File: src/rtl/seq_lock_ctrl.sv
// seq_lock_ctrl: collects CODE_LEN 3-bit symbols, compares them with a preset
// code and drives unlock / err / alarm indications with retry counting, entry
// timeout and lockout.
//
// Ports:
//   clk          system clock, rising edge
//   rst_n        asynchronous active-low reset
//   i_sym_valid  one-cycle strobe, symbol committed
//   i_sym_data   symbol value, sampled with i_sym_valid
//   i_clr        one-cycle strobe, abort current entry
//   o_unlock     code accepted, held OPEN_CYC cycles
//   o_err        wrong code, held ERR_CYC cycles
//   o_alarm      lockout active, held LOCK_CYC cycles
//   o_busy       high in every state except idle
//   o_entry_cnt  symbols accepted in the current attempt
//   o_fail_cnt   consecutive failed attempts
module seq_lock_ctrl #(
  parameter int unsigned CODE_LEN    = 4,
  parameter logic [23:0] CODE        = 24'o00005273,
  parameter int unsigned MAX_TRY     = 3,
  parameter int unsigned OPEN_CYC    = 50_000_000,
  parameter int unsigned ERR_CYC     = 25_000_000,
  parameter int unsigned LOCK_CYC    = 250_000_000,
  parameter int unsigned TIMEOUT_CYC = 250_000_000
) (
  input  logic       clk,
  input  logic       rst_n,
  input  logic       i_sym_valid,
  input  logic [2:0] i_sym_data,
  input  logic       i_clr,
  output logic       o_unlock,
  output logic       o_err,
  output logic       o_alarm,
  output logic       o_busy,
  output logic [3:0] o_entry_cnt,
  output logic [2:0] o_fail_cnt
);

  localparam int unsigned    BufW        = 3 * CODE_LEN;
  localparam logic [BufW-1:0] CodeVal    = CODE[BufW-1:0];
  localparam logic [3:0]     CodeLen     = 4'(CODE_LEN);
  localparam logic [2:0]     MaxTry      = 3'(MAX_TRY);
  // Timer values on the last cycle of each timed state.
  localparam logic [27:0]    OpenLast    = 28'(OPEN_CYC - 1);
  localparam logic [27:0]    ErrLast     = 28'(ERR_CYC - 1);
  localparam logic [27:0]    LockLast    = 28'(LOCK_CYC - 1);
  localparam logic [27:0]    TimeoutLast = 28'(TIMEOUT_CYC - 1);

  typedef enum logic [2:0] {
    StIdle,
    StEntry,
    StCheck,
    StOpen,
    StError,
    StLockout
  } state_e;

  state_e          r_state, w_state_d;
  logic [27:0]     r_timer, w_timer_d;
  logic [3:0]      r_entry_cnt, w_entry_cnt_d;
  logic [2:0]      r_fail_cnt, w_fail_cnt_d;
  logic [BufW-1:0] r_buf, w_buf_d;
  logic            w_accept;

  always_comb begin
    w_state_d     = r_state;
    w_entry_cnt_d = r_entry_cnt;
    w_fail_cnt_d  = r_fail_cnt;
    w_buf_d       = r_buf;
    w_accept      = 1'b0;

    case (r_state)
      StIdle: begin
        // clr wins over a simultaneous symbol.
        if (i_sym_valid && !i_clr) begin
          w_accept  = 1'b1;
          w_state_d = (CodeLen == 4'd1) ? StCheck : StEntry;
        end
      end
      StEntry: begin
        if (i_clr || (!i_sym_valid && r_timer == TimeoutLast)) begin
          w_state_d     = StIdle;
          w_entry_cnt_d = '0;
          w_buf_d       = '0;
        end else if (i_sym_valid && r_entry_cnt < CodeLen) begin
          w_accept = 1'b1;
          if (r_entry_cnt + 4'd1 == CodeLen) begin
            w_state_d = StCheck;
          end
        end
      end
      StCheck: begin
        w_entry_cnt_d = '0;
        w_buf_d       = '0;
        if (r_buf == CodeVal) begin
          w_fail_cnt_d = '0;
          w_state_d    = StOpen;
        end else if (r_fail_cnt + 3'd1 == MaxTry) begin
          w_fail_cnt_d = MaxTry;
          w_state_d    = StLockout;
        end else begin
          w_fail_cnt_d = r_fail_cnt + 3'd1;
          w_state_d    = StError;
        end
      end
      StOpen: begin
        if (i_clr || r_timer == OpenLast) begin
          w_state_d = StIdle;
        end
      end
      StError: begin
        if (i_clr || r_timer == ErrLast) begin
          w_state_d = StIdle;
        end
      end
      StLockout: begin
        if (r_timer == LockLast) begin
          w_fail_cnt_d = '0;
          w_state_d    = StIdle;
        end
      end
      default: begin
        w_state_d = StIdle;
      end
    endcase

    // Slot 0 lives in the most significant symbol position.
    if (w_accept) begin
      for (int unsigned k = 0; k < CODE_LEN; k++) begin
        if (r_entry_cnt == 4'(k)) begin
          w_buf_d[BufW-1-3*k -: 3] = i_sym_data;
        end
      end
      w_entry_cnt_d = r_entry_cnt + 4'd1;
    end

    // Shared timer restarts on any state change or accepted symbol.
    if (w_state_d != r_state || w_accept) begin
      w_timer_d = '0;
    end else begin
      w_timer_d = r_timer + 28'd1;
    end
  end

  always_ff @(posedge clk or negedge rst_n) begin
    if (!rst_n) begin
      r_state     <= StIdle;
      r_timer     <= '0;
      r_entry_cnt <= '0;
      r_fail_cnt  <= '0;
      r_buf       <= '0;
    end else begin
      r_state     <= w_state_d;
      r_timer     <= w_timer_d;
      r_entry_cnt <= w_entry_cnt_d;
      r_fail_cnt  <= w_fail_cnt_d;
      r_buf       <= w_buf_d;
    end
  end

  assign o_unlock    = (r_state == StOpen);
  assign o_err       = (r_state == StError);
  assign o_alarm     = (r_state == StLockout);
  assign o_busy      = (r_state != StIdle);
  assign o_entry_cnt = r_entry_cnt;
  assign o_fail_cnt  = r_fail_cnt;

endmodule

File: config.mk
export PLATFORM = sky130hd
export DESIGN_NAME = seq_lock_ctrl
export DESIGN_NICKNAME = d
export VERILOG_FILES = /design/src/rtl/seq_lock_ctrl.sv
export SDC_FILE = /design/constraint.sdc
export NUM_CORES = 1
export LEC_CHECK = 0
export CORE_MARGIN = 5
export CORE_UTILIZATION = 51
export DETAILED_ROUTE_END_ITERATION = 16
export PLACE_DENSITY = 0.7
export SETUP_SLACK_MARGIN = 0.1
export SYNTH_ARGS = -nofsm -noshare
export SYNTH_HDL_FRONTEND = slang
export SYNTH_SLANG_ARGS = --single-unit
File: constraint.sdc
create_clock -name clk -period 4.2 [get_ports clk]
set_input_delay 0.84 -clock clk [delete_from_list [all_inputs] [get_ports clk]]
set_output_delay 0.84 -clock clk [all_outputs]
set_load 0.01 [all_outputs]
==> impl_metrics.csv <==
group,metric,value,unit
setup_path,path_cells,"clkdlybuf4s50_1 -> or4b_1 -> nand2_1 -> o21ai_1 -> o21ai_4 -> buf_4 -> nor2_1",
drt,drc,0,
outcome,status,"completed",
setup_path,cp_num_cells,7,
power,power_density,398,nW/um^2
drt,routed_wirelength,6030,um
sta,final-max-slew-violation-count,0,
floorplanning,coreArea,5540,sq um
placement,place.gp.congestion,0.876,
sta,worst_pin_slew,0.725,ns
sta,worst_slack,1.38,ns
finish,drive_gt1_share,16.1,%
cts,clock_latency,0.31,ns
sta,final.period_utilization,67.0,%
grt,grt_pass1_wl,10000,um
cts,cts-buffers-inserted,5,
cts,clk_transition_reported_paths,0.09,ns
yosys,synth_async_sr_flop_share,100,%
sta,clock-skew-final,0.0109,ns
setup_path,critPathMaxStageDelay,0.59,ns
yosys,synth_fp_nets,317,
yosys,syn_area,2910,sq um
yosys,ys_ff_latch,50,
setup_path,critPathLaunchType,"primary input",
job,cap_violations,0,
sta,max_freq,355,MHz
setup_path,cp_data_arrival_time,3.02,ns
grt,antenna_found_initial,0,
setup_path,r2r_slack,1.61,ns
grt,globalRouteOverflowTotal,0,
cts,tritoncts,"built",
min_path,hold_path.class,"flop to flop",
cts,cts_setup_buffers,0,
yosys,netlist_instances,303,
drt,first_iter_violations,132,
yosys,synthFlopType,"dfrtp_1",
setup_path,rr_worst_depth,8,
floorplanning,dieArea,7320,sq um
finish,final_nets,336,
drt,first_pass_iters,4,
grt,grtUsageTotal,16.8,%
placement,dp_slack,1.08,ns
setup_path,critPathSlowestCell,"or4b_1",
setup_path,cp_top_family,"buffers and inverters",
drt,vias_per_cell,5.64,
cts,clock-sinks,50,
sta,finalCriticalPeriod,2.82,ns
power,peakVddDrop,285,uV
placement,io_buffers,17,
floorplanning,die_w,85.6,um
sta,tns,0,ns
drt,vias,2228,
drt,avgRoutedWirePerCell,15.3,um
setup_path,critPathKind,"primary input to flop",
min_path,min_from,"r_timer[0]$_DFF_PN0_",
yosys,yosysSeqAreaShare,43.0,%
cts,ctsResizeCount,0,
drt,ant_nets,0,
setup_path,rr_startpoint,"r_timer[0]$_DFF_PN0_",
grt,grt_pass1_vias,2123,
floorplanning,pin_count,18,
power,p_leak,1.37,nW
grt,grt_max_degree,51,
sta,hold_viol,0,
setup_path,r2r-end,"r_timer[8]$_DFF_PN0_",
sta,relSlewSlack,51.7,%
yosys,synth_edf_count,0,
placement,hpwlAfterDp,4240,um
cts,htreeDepth,2,
yosys,yosysWarnings,0,
finish,num_antenna_cells,0,
finish,area_delta_synth_final,11.6,%
cts,ctsHoldBuffers,0,
setup_path,crit_buf_inv,2,
floorplanning,dieHeight,85.6,um
sta,rsz0062_at_grt,"false",
min_path,holdPathStages,1,
cts,cts_root_buf,"clkbuf_8",
cts,cts_buffer_depth,2,
min_path,hold_path_end,"r_timer[0]$_DFF_PN0_",
setup_path,end_kind,"flop",
floorplanning,num_rows,27,
floorplanning,start_util,52.6,%
yosys,synth_cell_types,56,
setup_path,critPathMaxFanout,15,
setup_path,cp.required,4.40,ns
yosys,avgSynthCellArea,9.61,sq um
finish,fillers,489,
sta,setup_viol,0,
-- power breakdown --
group          internal (mW)  total [mW]  switching (mW)
clock network          0.181       0.356           0.176
registers              0.558       0.632          0.0737
logic                  0.135       0.306           0.171
total                  0.873        1.29           0.421
-- final cells by class --
type	instances	area, sq um	share of cell area (%)
Multi-Input combinational cell	235	1570	48.2
Tap cell	72	90.1	2.77
Timing Repair Buffer	20	188	5.78
Sequential cell	50	1250	38.5
Inverter	10	37.5	1.16
Clock buffer	5	68.8	2.12
Clock inverter	3	47.5	1.46
-- worst max-delay path by stage --
stage	endpoint	startpoint	slack [ns]
6_report	r_timer[8]$_DFF_PN0_	i_clr	1.38
5_1_grt	r_timer[8]$_DFF_PN0_	i_clr	1.27
4_1_cts	r_timer[8]$_DFF_PN0_	i_clr	1.41
3_5_place_dp	r_timer[8]$_DFF_PN0_	i_clr	1.08
3_3_place_gp	r_timer[27]$_DFF_PN0_	i_clr	1.12
2_1_floorplan	o_entry_cnt[3]$_DFFE_PN0P_	i_clr	2.04
-- worst reg2reg max path, stage by stage (launching register included) --
cell,delay [ns]
dfrtp_1,0.42
ha_1,0.22
and4_1,0.37
nand4_2,0.16
nor3_2,0.30
o21ai_1,0.16
o21ai_4,0.50
buf_4,0.30
nor2_1,0.06
-- stage by stage --
step	total power, mW	cells	hold WS, ns	cell area, sq um	utilization (%)
4_1_cts	1.31	395	0.514	3250	58.6
3_5_place_dp	0.949	387	0.498	3130	56.5
2_1_floorplan	0.839	303	0.454	2910	-
6_report	1.29	395	0.504	3250	58.6
3_3_place_gp	0.941	387	0.492	3130	56.5
5_1_grt	1.37	395	0.528	3250	58.6
-- per-layer routing --
metal	GRT usage (%)	part of all wire, %
met4	5.32	1.5
met1	23.7	48
met3	3.07	4.7
met2	26.3	46
met5	0	0
-- cell usage in the layout (no fill, tap or decap), types with 3 or more instances in the layout --
cell type / count
dfrtp_1: 50
o21ai_0: 16
nand2_1: 42
nand4_1: 10
o21ai_1: 4
or3_1: 4
nand3_1: 17
clkdlybuf4s50_1: 16
nor3_1: 5
nor2_2: 21
buf_4: 3
xnor2_1: 6
and2_0: 3
and4b_1: 3
and3_1: 7
ha_1: 7
inv_1: 10
nand4b_1: 3
nor2_1: 20
xor2_1: 21
and2_1: 3
clkbuf_8: 5
-- cell families after synthesis --
group	share of synthesized area [%]
and+or+nand+nor	33.3
DFF	43.0
AOI/OAI and AO/OA	9.33
buffers and inverters	3.27
xor gates and xnor gates	8.12
adders and majority gates	3.01
-- sequential cells by signal (all words and copies together), names as in the netlist --
signal       count
o_entry_cnt      4
r_state          3
o_fail_cnt       3
r_buf           12
r_timer         28
-- cell usage after synthesis (3+ instances only) --
cell type | count | area, sq um
and2_0 | 3 | 18.8
nor2_2 | 21 | 131
buf_4 | 3 | 22.5
o21ai_0 | 16 | 80.1
o21ai_1 | 4 | 20.0
nor3_1 | 5 | 25.0
inv_1 | 10 | 37.5
or3_1 | 4 | 25.0
xor2_1 | 21 | 184
dfrtp_1 | 50 | 1250
ha_1 | 7 | 87.6
nand2_1 | 42 | 158
and3_1 | 7 | 43.8
nor2_1 | 20 | 75.1
and4b_1 | 3 | 30.0
nand3_1 | 17 | 85.1
xnor2_1 | 6 | 52.6
nand4_1 | 10 | 62.6
and2_1 | 3 | 18.8
nand4b_1 | 3 | 26.3
(Power assumes the default switching activity.)
